--- src/rtl/vga_fb_pkg.sv ---
// Framebuffer geometry and VGA timing constants shared by the scanout arbiter.
// Address helper maps (row, col) of the 320x240 buffer to a word address.
package vga_fb_pkg;

  localparam logic [9:0] H_ACTIVE = 10'd640;
  localparam logic [9:0] H_TOTAL  = 10'd800;
  localparam logic [9:0] V_ACTIVE = 10'd480;
  localparam logic [9:0] V_TOTAL  = 10'd525;

  localparam logic [8:0] FB_W     = 9'd320;
  localparam logic [7:0] FB_H     = 8'd240;
  localparam int         FB_AW    = 17;
  localparam logic [FB_AW-1:0] FB_WORDS = 17'd76800;

  // row*320 + col, with 320 = 256 + 64 so no multiplier is needed
  function automatic logic [FB_AW-1:0] fb_addr(input logic [7:0] row, input logic [8:0] col);
    return ({9'd0, row} << 8) + ({9'd0, row} << 6) + {8'd0, col};
  endfunction

endpackage

--- src/rtl/fb_prefetch_fifo.sv ---
// Small synchronous line-prefetch FIFO; flush beats a same-cycle push.
// Zero-latency head; push into a full FIFO without a pop and pop of an empty FIFO are ignored.
module fb_prefetch_fifo #(
  parameter int DEPTH = 4,
  parameter int W     = 8
) (
  input  logic                   clk_i,
  input  logic                   rst_i,
  input  logic                   flush_i,
  input  logic                   push_i,
  input  logic [W-1:0]           push_dat_i,
  input  logic                   pop_i,
  output logic [W-1:0]           head_o,
  output logic                   empty_o,
  output logic [$clog2(DEPTH):0] count_o
);

  localparam int AW = $clog2(DEPTH);
  localparam int CW = AW + 1;

  logic [W-1:0]  mem_q [DEPTH];
  logic [AW-1:0] wptr_q, rptr_q;
  logic [CW-1:0] cnt_q;
  logic          do_push, do_pop;

  assign do_pop  = pop_i && (cnt_q != '0) && !flush_i;
  assign do_push = push_i && !flush_i && ((cnt_q != CW'(DEPTH)) || do_pop);

  always_ff @(posedge clk_i or posedge rst_i) begin
    if (rst_i) begin
      wptr_q <= '0;
      rptr_q <= '0;
      cnt_q  <= '0;
    end else if (flush_i) begin
      wptr_q <= '0;
      rptr_q <= '0;
      cnt_q  <= '0;
    end else begin
      wptr_q <= wptr_q + AW'(do_push);
      rptr_q <= rptr_q + AW'(do_pop);
      cnt_q  <= cnt_q + CW'(do_push) - CW'(do_pop);
    end
  end

  always_ff @(posedge clk_i) begin
    if (do_push) begin
      mem_q[wptr_q] <= push_dat_i;
    end
  end

  assign head_o  = mem_q[rptr_q];
  assign empty_o = (cnt_q == '0);
  assign count_o = cnt_q;

endmodule

--- src/rtl/vga_fb_arbiter.sv ---
// Single-port framebuffer arbiter: line prefetch in hblank has priority, writer gets every other cycle.
// Pixel out 1 cycle after hs; wr_ack is combinational. VGA_FB_STATS_EN adds underflow/write counters.
module vga_fb_arbiter
  import vga_fb_pkg::*;
#(
  parameter int FIFO_DEPTH = 4,
  parameter int PIX_W      = 8
) (
  input  logic             clk_25,
  input  logic             rst,
  input  logic [9:0]       hs,
  input  logic [9:0]       vs,
  input  logic             wr_req,
  input  logic [FB_AW-1:0] wr_addr,
  input  logic [PIX_W-1:0] wr_data,
  output logic             wr_ack,
  output logic [FB_AW-1:0] mem_addr,
  output logic             mem_we,
  output logic [PIX_W-1:0] mem_wdata,
  input  logic [PIX_W-1:0] mem_rdata,
  output logic [PIX_W-1:0] pix_data,
  output logic             underflow
`ifdef VGA_FB_STATS_EN
  ,
  output logic [15:0]      underflow_cnt,
  output logic [15:0]      wr_cnt
`endif
);

  localparam int CW = $clog2(FIFO_DEPTH) + 1;
  localparam logic [CW:0] DEPTH_V = (CW+1)'(FIFO_DEPTH);

  logic             win_q, win_d, win_eff;
  logic [8:0]       fx_q, fx_d, fx_eff;
  logic [7:0]       fr_q, fr_d;
  logic             infl_q;
  logic [FB_AW-1:0] addr_q, rd_addr;
  logic [PIX_W-1:0] wdata_q;
  logic [PIX_W-1:0] pix_q, pix_d;
  logic             underflow_q, underflow_d;

  logic [9:0]       nvs;
  logic             line_start;
  logic [CW:0]      occ;
  logic             rd_go, wr_go, wr_ok;
  logic             scan_act, fifo_pop, uf_evt;
  logic             fifo_empty;
  logic [PIX_W-1:0] fifo_head;
  logic [CW-1:0]    fifo_cnt;

  // Opening the window restarts the fetch in the same cycle, so every
  // quantity the eligibility test uses is taken post-flush here.
  always_comb begin
    nvs        = (vs == V_TOTAL - 10'd1) ? 10'd0 : vs + 10'd1;
    line_start = !rst && (hs == H_ACTIVE) && (nvs < V_ACTIVE);
    win_eff    = win_q || line_start;
    fx_eff     = line_start ? 9'd0 : fx_q;
    fr_d       = line_start ? nvs[8:1] : fr_q;
    occ        = line_start ? '0 : ({1'b0, fifo_cnt} + (CW+1)'(infl_q));
    rd_go      = win_eff && (fx_eff < FB_W) && (occ < DEPTH_V);
    rd_addr    = fb_addr(fr_d, fx_eff);
    wr_go      = !rst && !rd_go && wr_req;
    wr_ok      = wr_go && (wr_addr < FB_WORDS);
    fx_d       = fx_eff + {8'd0, rd_go};
    win_d      = win_eff && (fx_d < FB_W);
  end

  assign mem_addr  = rd_go ? rd_addr : (wr_ok ? wr_addr : addr_q);
  assign mem_we    = wr_ok;
  assign mem_wdata = wr_ok ? wr_data : wdata_q;
  assign wr_ack    = wr_go;

  fb_prefetch_fifo #(
    .DEPTH (FIFO_DEPTH),
    .W     (PIX_W)
  ) u_fifo (
    .clk_i      (clk_25),
    .rst_i      (rst),
    .flush_i    (line_start),
    .push_i     (infl_q),
    .push_dat_i (mem_rdata),
    .pop_i      (fifo_pop),
    .head_o     (fifo_head),
    .empty_o    (fifo_empty),
    .count_o    (fifo_cnt)
  );

  // Each fetched word covers two horizontal pixels: pop on even hs, hold on odd.
  always_comb begin
    scan_act = (hs < H_ACTIVE) && (vs < V_ACTIVE);
    fifo_pop = 1'b0;
    uf_evt   = 1'b0;
    pix_d    = pix_q;
    if (!scan_act) begin
      pix_d = '0;
    end else if (!hs[0]) begin
      if (fifo_empty) begin
        pix_d  = '0;
        uf_evt = 1'b1;
      end else begin
        pix_d    = fifo_head;
        fifo_pop = 1'b1;
      end
    end
    underflow_d = underflow_q || uf_evt;
  end

  always_ff @(posedge clk_25 or posedge rst) begin
    if (rst) begin
      win_q       <= 1'b0;
      fx_q        <= '0;
      fr_q        <= '0;
      infl_q      <= 1'b0;
      addr_q      <= '0;
      wdata_q     <= '0;
      pix_q       <= '0;
      underflow_q <= 1'b0;
    end else begin
      win_q       <= win_d;
      fx_q        <= fx_d;
      fr_q        <= fr_d;
      infl_q      <= rd_go;
      addr_q      <= mem_addr;
      wdata_q     <= mem_wdata;
      pix_q       <= pix_d;
      underflow_q <= underflow_d;
    end
  end

  assign pix_data  = pix_q;
  assign underflow = underflow_q;

`ifdef VGA_FB_STATS_EN
  logic [15:0] uf_cnt_q, wr_cnt_q;

  always_ff @(posedge clk_25 or posedge rst) begin
    if (rst) begin
      uf_cnt_q <= '0;
      wr_cnt_q <= '0;
    end else begin
      if (uf_evt && (uf_cnt_q != 16'hFFFF)) begin
        uf_cnt_q <= uf_cnt_q + 16'd1;
      end
      // An ack landing on the frame-start cycle belongs to the new frame.
      if ((hs == 10'd0) && (vs == 10'd0)) begin
        wr_cnt_q <= {15'd0, wr_go};
      end else if (wr_go && (wr_cnt_q != 16'hFFFF)) begin
        wr_cnt_q <= wr_cnt_q + 16'd1;
      end
    end
  end

  assign underflow_cnt = uf_cnt_q;
  assign wr_cnt        = wr_cnt_q;
`endif

endmodule

--- config.mk ---
export PLATFORM = sky130hd
export DESIGN_NAME = vga_fb_arbiter
export DESIGN_NICKNAME = d
export VERILOG_FILES = /design/src/rtl/vga_fb_pkg.sv /design/src/rtl/fb_prefetch_fifo.sv /design/src/rtl/vga_fb_arbiter.sv
export SDC_FILE = /design/constraint.sdc
export NUM_CORES = 1
export LEC_CHECK = 0
export ABC_AREA = 0
export ABC_CLOCK_PERIOD_IN_PS = 10900
export CORE_MARGIN = 8
export CORE_UTILIZATION = 56
export CTS_CLUSTER_SIZE = 28
export DETAILED_ROUTE_END_ITERATION = 10
export GPL_ROUTABILITY_DRIVEN = 0
export HOLD_SLACK_MARGIN = 0.12
export PLACE_DENSITY = 0.86
export SYNTH_ARGS = -nofsm -noshare
export SYNTH_HDL_FRONTEND = slang
export SYNTH_SLANG_ARGS = --single-unit
--- constraint.sdc ---
create_clock -name clk_25 -period 10.9 [get_ports clk_25]
set_clock_uncertainty 0.2 [all_clocks]
set_input_delay 2.18 -clock clk_25 [delete_from_list [all_inputs] [get_ports clk_25]]
set_output_delay 2.18 -clock clk_25 [all_outputs]
set_load 0.05 [all_outputs]
==> results of run 1 <==
==> final timing paths <==
check	startpoint	to	cells after the start
worst max-delay path	vs[6]	mem_addr[15]	16
worst min-delay path	underflow$_DFF_PP0_	underflow$_DFF_PP0_	1
worst max register to register	u_fifo.count_o[2]$_DFF_PP0_	win_q$_DFF_PP0_	12
worst min register to register	underflow$_DFF_PP0_	underflow$_DFF_PP0_	1
max in group asynchronous	rst	u_fifo.rptr_q[0]$_DFF_PP0_	3
min in group asynchronous	rst	fr_q[6]$_DFF_PP0_	3
==> synth_stat cells, types with 5 or more instances <==
cell type,instances
sky130_fd_sc_hd__and2_1,10
sky130_fd_sc_hd__xnor2_1,15
sky130_fd_sc_hd__a211oi_1,8
sky130_fd_sc_hd__nand2_1,16
sky130_fd_sc_hd__nand3_1,9
sky130_fd_sc_hd__xor2_1,10
sky130_fd_sc_hd__inv_1,13
sky130_fd_sc_hd__o21ai_0,14
sky130_fd_sc_hd__mux2_2,14
sky130_fd_sc_hd__a21o_1,5
sky130_fd_sc_hd__dfrtp_1,60
sky130_fd_sc_hd__nor2_1,29
sky130_fd_sc_hd__a21oi_1,18
sky130_fd_sc_hd__clkbuf_1,5
sky130_fd_sc_hd__nand4_1,5
sky130_fd_sc_hd__a22o_1,8
sky130_fd_sc_hd__nor3_1,6
sky130_fd_sc_hd__ha_1,25
sky130_fd_sc_hd__mux4_2,8
sky130_fd_sc_hd__edfxtp_1,32
sky130_fd_sc_hd__mux2i_1,13
==> registers in the layout (all words and copies together) (netlist names), 2 cells and up <==
name / flops
wdata_q: 8
pix_data: 8
u_fifo.rptr_q: 2
u_fifo.mem_q: 32
u_fifo.count_o: 3
fr_q: 8
addr_q: 17
fx_q: 9
u_fifo.wptr_q: 2
==> cell usage in the layout (no fill, tap or decap), types with 3 or more instances in the layout <==
master,count
sky130_fd_sc_hd__a211oi_1,8
sky130_fd_sc_hd__a21o_1,5
sky130_fd_sc_hd__a21oi_1,18
sky130_fd_sc_hd__a22o_1,8
sky130_fd_sc_hd__and2_1,10
sky130_fd_sc_hd__buf_4,6
sky130_fd_sc_hd__clkbuf_8,9
sky130_fd_sc_hd__clkdlybuf4s50_1,91
sky130_fd_sc_hd__dfrtp_1,60
sky130_fd_sc_hd__edfxtp_1,32
sky130_fd_sc_hd__ha_1,25
sky130_fd_sc_hd__inv_1,12
sky130_fd_sc_hd__mux2_2,14
sky130_fd_sc_hd__mux2i_1,13
sky130_fd_sc_hd__mux4_2,8
sky130_fd_sc_hd__nand2_1,16
sky130_fd_sc_hd__nand3_1,9
sky130_fd_sc_hd__nand4_1,5
sky130_fd_sc_hd__nor2_1,29
sky130_fd_sc_hd__nor2b_1,3
sky130_fd_sc_hd__nor3_1,6
sky130_fd_sc_hd__nor4_1,4
sky130_fd_sc_hd__o21ai_0,14
sky130_fd_sc_hd__o31ai_1,4
sky130_fd_sc_hd__xnor2_1,15
sky130_fd_sc_hd__xor2_1,10
==> through the flow <==
| stage | hold slack [ns] | instance area, sq um | setup slack (ns) | util |
|---|---|---|---|---|
| after floorplan | 0.274 | 4680 | 1.94 | - |
| final | 0.266 | 5910 | 1.09 | 0.723 |
| after global placement | 0.239 | 5700 | 1.27 | 0.698 |
| after detailed placement | 0.246 | 5700 | 1.11 | 0.698 |
| after global routing | 0.316 | 5910 | 0.785 | 0.723 |
| after CTS | 0.274 | 5910 | 1.09 | 0.723 |
==> worst max-delay path: stages <==
cell and delay (ns):
sky130_fd_sc_hd__clkdlybuf4s50_1 0.60, sky130_fd_sc_hd__nand4_1 0.19, sky130_fd_sc_hd__or3_4 0.42, sky130_fd_sc_hd__a31oi_4 0.22, sky130_fd_sc_hd__o21ai_1 0.15, sky130_fd_sc_hd__o31ai_1 0.57
sky130_fd_sc_hd__ha_1 0.35, sky130_fd_sc_hd__ha_1 0.25, sky130_fd_sc_hd__fa_1 0.41, sky130_fd_sc_hd__a21oi_1 0.19, sky130_fd_sc_hd__o211ai_1 0.13, sky130_fd_sc_hd__nor4_1 0.20
sky130_fd_sc_hd__nor3_1 0.14, sky130_fd_sc_hd__xnor2_1 0.15, sky130_fd_sc_hd__a2111oi_2 0.40, sky130_fd_sc_hd__clkdlybuf4s50_1 0.87
==> power groups by stage <==
| stage | combinational [mW] | sequential, mW | clock [mW] |
|---|---|---|---|
| 2_1_floorplan | 0.207 | 0.441 | 0 |
| 3_3_place_gp | 0.304 | 0.439 | 0 |
| 3_5_place_dp | 0.312 | 0.443 | 0 |
| 4_1_cts | 0.313 | 0.436 | 0.243 |
| 5_1_grt | 0.332 | 0.442 | 0.255 |
| 6_report | 0.309 | 0.435 | 0.237 |
==> cells by family after synthesis <==
logic type / after synthesis / share of synthesized area
muxes: 35 / 0.100
buffers and inverters: 26 / 0.0246
and+or+nand+nor: 101 / 0.116
xor gates and xnor gates: 25 / 0.0468
adders and majority gates: 27 / 0.0754
AOI/OAI and AO/OA: 75 / 0.111
DFF: 92 / 0.526
==> routing by layer <==
| layer | vias up | share of wire |
|---|---|---|
| li1 | 1606 | - |
| met1 | 1644 | 0.43 |
| met2 | 100 | 0.49 |
| met3 | 12 | 0.070 |
| met4 | 0 | 0.012 |
| met5 | - | 0 |
==> cell type report <==
type / instances / area (sq um) / share of cell area
Sequential cell: 92 / 2460 / 0.416
Clock inverter: 7 / 86.3 / 0.0146
Multi-Input combinational cell: 263 / 2100 / 0.355
Inverter: 14 / 52.6 / 0.00889
Timing Repair Buffer: 97 / 956 / 0.162
Tap cell: 105 / 131 / 0.0222
Clock buffer: 9 / 124 / 0.0209
==> flow_summary.toml, run 1 <==
[outcome]
outcome = "finished, final reports clean"

[worst_setup_path]
setup.worst_path.class = "input port to primary output"
start_kind = "input port"
crit_path_end_kind = "primary output"
required_arrival_time_at_the_worst_endpoint_ns = 8.52
arrival_ns = 7.43
regToRegSetupSlack_ns = 7.58
cp_max_fo = 6

[clock_network]
path_clk_slew_ns = 0.09
cts_htree_levels = 3
post_cts_resized = 0
clockRootBuffer = "sky130_fd_sc_hd__clkbuf_8"
clk_latency_ns = 0.36
post_cts_buffers = 0
cts_tree = "built"
cts_max_path_buffers = 2
cts-buffers-inserted = 9
clock-sinks = 92
hold_buffers = 0

[synthesis]
synth_warnings = 0
syn-instance-count = 381
edff_count_synth = 32
synth_flop_cell = "sky130_fd_sc_hd__dfrtp_1"
yosysTopAreaCell = "sky130_fd_sc_hd__dfrtp_1"
yosysSeqAreaShare = 0.526
syn-num-nets = 464
synthDistinctLibCells = 57
yosysTopAreaCellShare = 0.321
synthArstFlopShare = 0.652
synth.ff_latch_count = 92
synth.cell_area_sq_um = 4680
avgSynthCellArea_sq_um = 12.3
synth.top_cells.by_area = "sky130_fd_sc_hd__dfrtp_1 (32%), sky130_fd_sc_hd__edfxtp_1 (21%), sky130_fd_sc_hd__ha_1 (6.7%)"

[sta]
fmax_mhz = 102
setup_repair_after_global_routing_missed_its_margin = "false"
report.final.slew_viol_count = 0
post-route-period-util = 0.900
maxSlewHeadroom = 0.208
fin_crit_ns = 9.81
setup_tns_ns = 0
finalHoldViolCount = 0
finalSetupViolCount = 0
slew_worst_pin_ns = 1.19

[power_and_ir_drop]
total_switching_power_uw = 354
proportion_of_power_drawn_by_combinational_gates = 0.315
total_leakage_power_nw = 2.50
cellInternalPower_uw = 626
power.share.clock = 0.242
power.total_uw = 981
power_frac_seq = 0.443
power.switching_fraction = 0.361
powerDensity_nw_per_um2 = 166
vdd.ir_drop.worst_mv = 0.106

[global_route]
grt_antenna_before_repair = 0
grt_overflow_total = 0
globalRouteTotalUtil = 0.189
met2_usage = 0.311
top_usage_layer = "met2"
global_route_track_usage_on_met1 = 0.233
grt_start_max_net_pins = 61
gr-usage-met3 = 0.0545
grt_pass1_wl_microns = 17400
first_global_vias = 3501

[floorplan]
placement_rows = 33
fp.dieArea_sq_um = 11500
floorplan.core_area_sq_um = 8180
die_height_microns = 107
initial_core_utilization = 0.572
die_w_microns = 107
io-pin-count = 92

[route]
first_iter_violations = 154
finalWirelength_microns = 10600
vias_per_cell = 5.73
number_of_drc_violations_after_detailed_routing = 0
route.detailed.wl_per_inst_microns = 18.0
detail_route.first_pass.iterations = 4
dr_total_vias = 3362
drtAntennaViolNets = 0

[final_layout]
design.final.nets = 560
antenna_cells_inserted = 0
post_layout_nonfiller_instances = 587
drive_gt1_frac = 0.118
flow.area_growth_from_synthesis_pct = 26.4
fillerInstances = 555

[place]
total_placed_cells_including_tap_cells = 571
place.port_buffers = 91
detailed_place_hpwl_microns = 7690

[run]
cap_violations = 0

[worst_hold_path]
hold_class = "flip-flop to flip-flop"
No activity file was read; power rests on OpenSTA's default activity.
==> run 2, diff against run 1 <==
--- a/config.mk
+++ b/config.mk
@@ -13,7 +13,7 @@
 export DETAILED_ROUTE_END_ITERATION = 10
 export GPL_ROUTABILITY_DRIVEN = 0
 export HOLD_SLACK_MARGIN = 0.12
-export PLACE_DENSITY = 0.86
+export PLACE_DENSITY_LB_ADDON = 0.08
 export SYNTH_ARGS = -nofsm -noshare
 export SYNTH_HDL_FRONTEND = slang
 export SYNTH_SLANG_ARGS = --single-unit
==> run 2 against run 1 <==
  * Fmax down 0.38%
  * Largest cell class unchanged
  * Die area unchanged
  * Critical endpoint unchanged
  * Clock-buffer cell count did not move
  * Setup slack got worse by 0.037 ns
==> flow_summary.toml, run 2 (same netlist as run 1, synthesis figures left out) <==
[run]
cap_violations = 0

[final_layout]
largest_reg_flops = 32
largest_registers = "u_fifo.mem_q x32, addr_q x17, fx_q x9"
final-seq-area_sq_um = 2460
antenna_cells_inserted = 0
mostFrequentLayoutCell = "sky130_fd_sc_hd__clkdlybuf4s50_1"
design.final.nets = 560
mostFrequentLayoutCells = "sky130_fd_sc_hd__clkdlybuf4s50_1 (91), sky130_fd_sc_hd__dfrtp_1 (60), sky130_fd_sc_hd__edfxtp_1 (32), sky130_fd_sc_hd__nor2_1 (29), sky130_fd_sc_hd__ha_1 (25)"
flow.area_growth_from_synthesis_pct = 25.9
drive_gt1_frac = 0.116
largest_register = "u_fifo.mem_q"
post_layout_nonfiller_instances = 587
fillerInstances = 580
multi_input_area_sq_um = 2100

[place]
placement.setup.worst_slack_ns = 1.02
detailed_place_hpwl_microns = 7700
place.port_buffers = 91
total_placed_cells_including_tap_cells = 571

[clock_network]
clockRootBuffer = "sky130_fd_sc_hd__clkbuf_8"
path_clk_slew_ns = 0.09
cts_max_path_buffers = 2
post_cts_buffers = 0
cts_tree = "built"
clk_latency_ns = 0.36
clock-sinks = 92
cts-buffers-inserted = 9
hold_buffers = 0
post_cts_resized = 0
cts_htree_levels = 3

[route]
finalWirelength_microns = 10300
vias_per_cell = 5.70
route.detailed.wl_per_inst_microns = 17.5
detail_route.first_pass.iterations = 4
drtAntennaViolNets = 0
number_of_drc_violations_after_detailed_routing = 0
first_iter_violations = 150
dr_total_vias = 3347

[floorplan]
initial_core_utilization = 0.572
die_height_microns = 107
floorplan.core_area_sq_um = 8180
die_w_microns = 107
fp.dieArea_sq_um = 11500
io-pin-count = 92
placement_rows = 33

[sta]
report.final.slew_viol_count = 0
maxSlewHeadroom = 0.195
worst_slack_setup_final_ns = 1.05
fin_crit_ns = 9.85
setup_tns_ns = 0
post-route-period-util = 0.904
fmax_mhz = 102
finalHoldViolCount = 0
finalSetupViolCount = 0
slew_worst_pin_ns = 1.21
setup_repair_after_global_routing_missed_its_margin = "false"

[global_route]
grt_pass1_wl_microns = 17100
globalRouteTotalUtil = 0.185
grt_start_max_net_pins = 61
grt_overflow_total = 0
grt_antenna_before_repair = 0
first_global_vias = 3488

[power_and_ir_drop]
powerDensity_nw_per_um2 = 163
vdd.ir_drop.worst_mv = 0.118
total_leakage_power_nw = 2.48

[worst_setup_path]
setup.worst_path.class = "input port to primary output"
start_kind = "input port"
required_arrival_time_at_the_worst_endpoint_ns = 8.52
arrival_ns = 7.47
cp_max_fo = 15
crit_path_end_kind = "primary output"

[outcome]
outcome = "finished, final reports clean"

[worst_hold_path]
hold_class = "flip-flop to flip-flop"
run 2: changes by cell type in the layout (fill, tap and decap cells not counted):
cell,delta
sky130_fd_sc_hd__clkinvlp_4,+2
sky130_fd_sc_hd__clkinv_1,+1
sky130_fd_sc_hd__clkinv_8,-1
sky130_fd_sc_hd__inv_12,-1
sky130_fd_sc_hd__inv_8,-1
run 2: power breakdown:
group	switching, mW	internal, mW
clock	0.127	0.0860
sequential	0.0368	0.398
combinational	0.176	0.136
run 2: metrics by stage:
step	util	hold slack [ns]	instance area [sq um]	total power, mW
6_report	0.720	0.274	5890	0.959
5_1_grt	0.720	0.308	5890	1.01
4_1_cts	0.720	0.279	5890	0.968
3_5_place_dp	0.698	0.253	5700	0.755
3_3_place_gp	0.698	0.242	5700	0.747
2_1_floorplan	-	0.274	4680	0.648
run 2: metal layers:
layer	vias up	part of all wire	global-route usage
met5	-	0	0
met4	0	0.014	0.0614
met2	99	0.47	0.297
li1	1595	-	-
met3	13	0.062	0.0437
met1	1640	0.45	0.241
run 2: final timing paths:
check,cells past startpoint,end,startpoint,slack [ns]
min in group asynchronous,3,fr_q[6]$_DFF_PP0_,rst,2.28
hold reg to reg,1,underflow$_DFF_PP0_,underflow$_DFF_PP0_,0.27
hold / removal,1,underflow$_DFF_PP0_,underflow$_DFF_PP0_,0.27
setup / recovery,19,mem_addr[15],vs[0],1.05
setup reg to reg,12,win_q$_DFF_PP0_,u_fifo.count_o[2]$_DFF_PP0_,7.53
max in group asynchronous,3,pix_data[2]$_DFFE_PP0P_,rst,7.71
run 2: final cells by class:
type	count	area share
repair buffers	97	0.162
clock buffers	9	0.0210
multi-input cells	263	0.357
well taps	105	0.0223
inverters	14	0.00892
flip-flops and latches	92	0.418
clock inverters	7	0.0104
run 2: worst max-delay path, stage by stage:
cell and delay [ns]:
sky130_fd_sc_hd__clkdlybuf4s50_1 0.54, sky130_fd_sc_hd__ha_1 0.23, sky130_fd_sc_hd__nand4_1 0.16, sky130_fd_sc_hd__xnor2_1 0.19, sky130_fd_sc_hd__a31oi_1 0.12, sky130_fd_sc_hd__o21ai_1 0.48, sky130_fd_sc_hd__buf_4 0.30, sky130_fd_sc_hd__nand2_1 0.08
sky130_fd_sc_hd__o31ai_1 0.11, sky130_fd_sc_hd__ha_1 0.32, sky130_fd_sc_hd__ha_1 0.24, sky130_fd_sc_hd__fa_1 0.42, sky130_fd_sc_hd__a21oi_1 0.20, sky130_fd_sc_hd__o211ai_1 0.15, sky130_fd_sc_hd__nor4_1 0.18, sky130_fd_sc_hd__nor3_1 0.14
sky130_fd_sc_hd__xnor2_1 0.15, sky130_fd_sc_hd__a2111oi_2 0.40, sky130_fd_sc_hd__clkdlybuf4s50_1 0.87
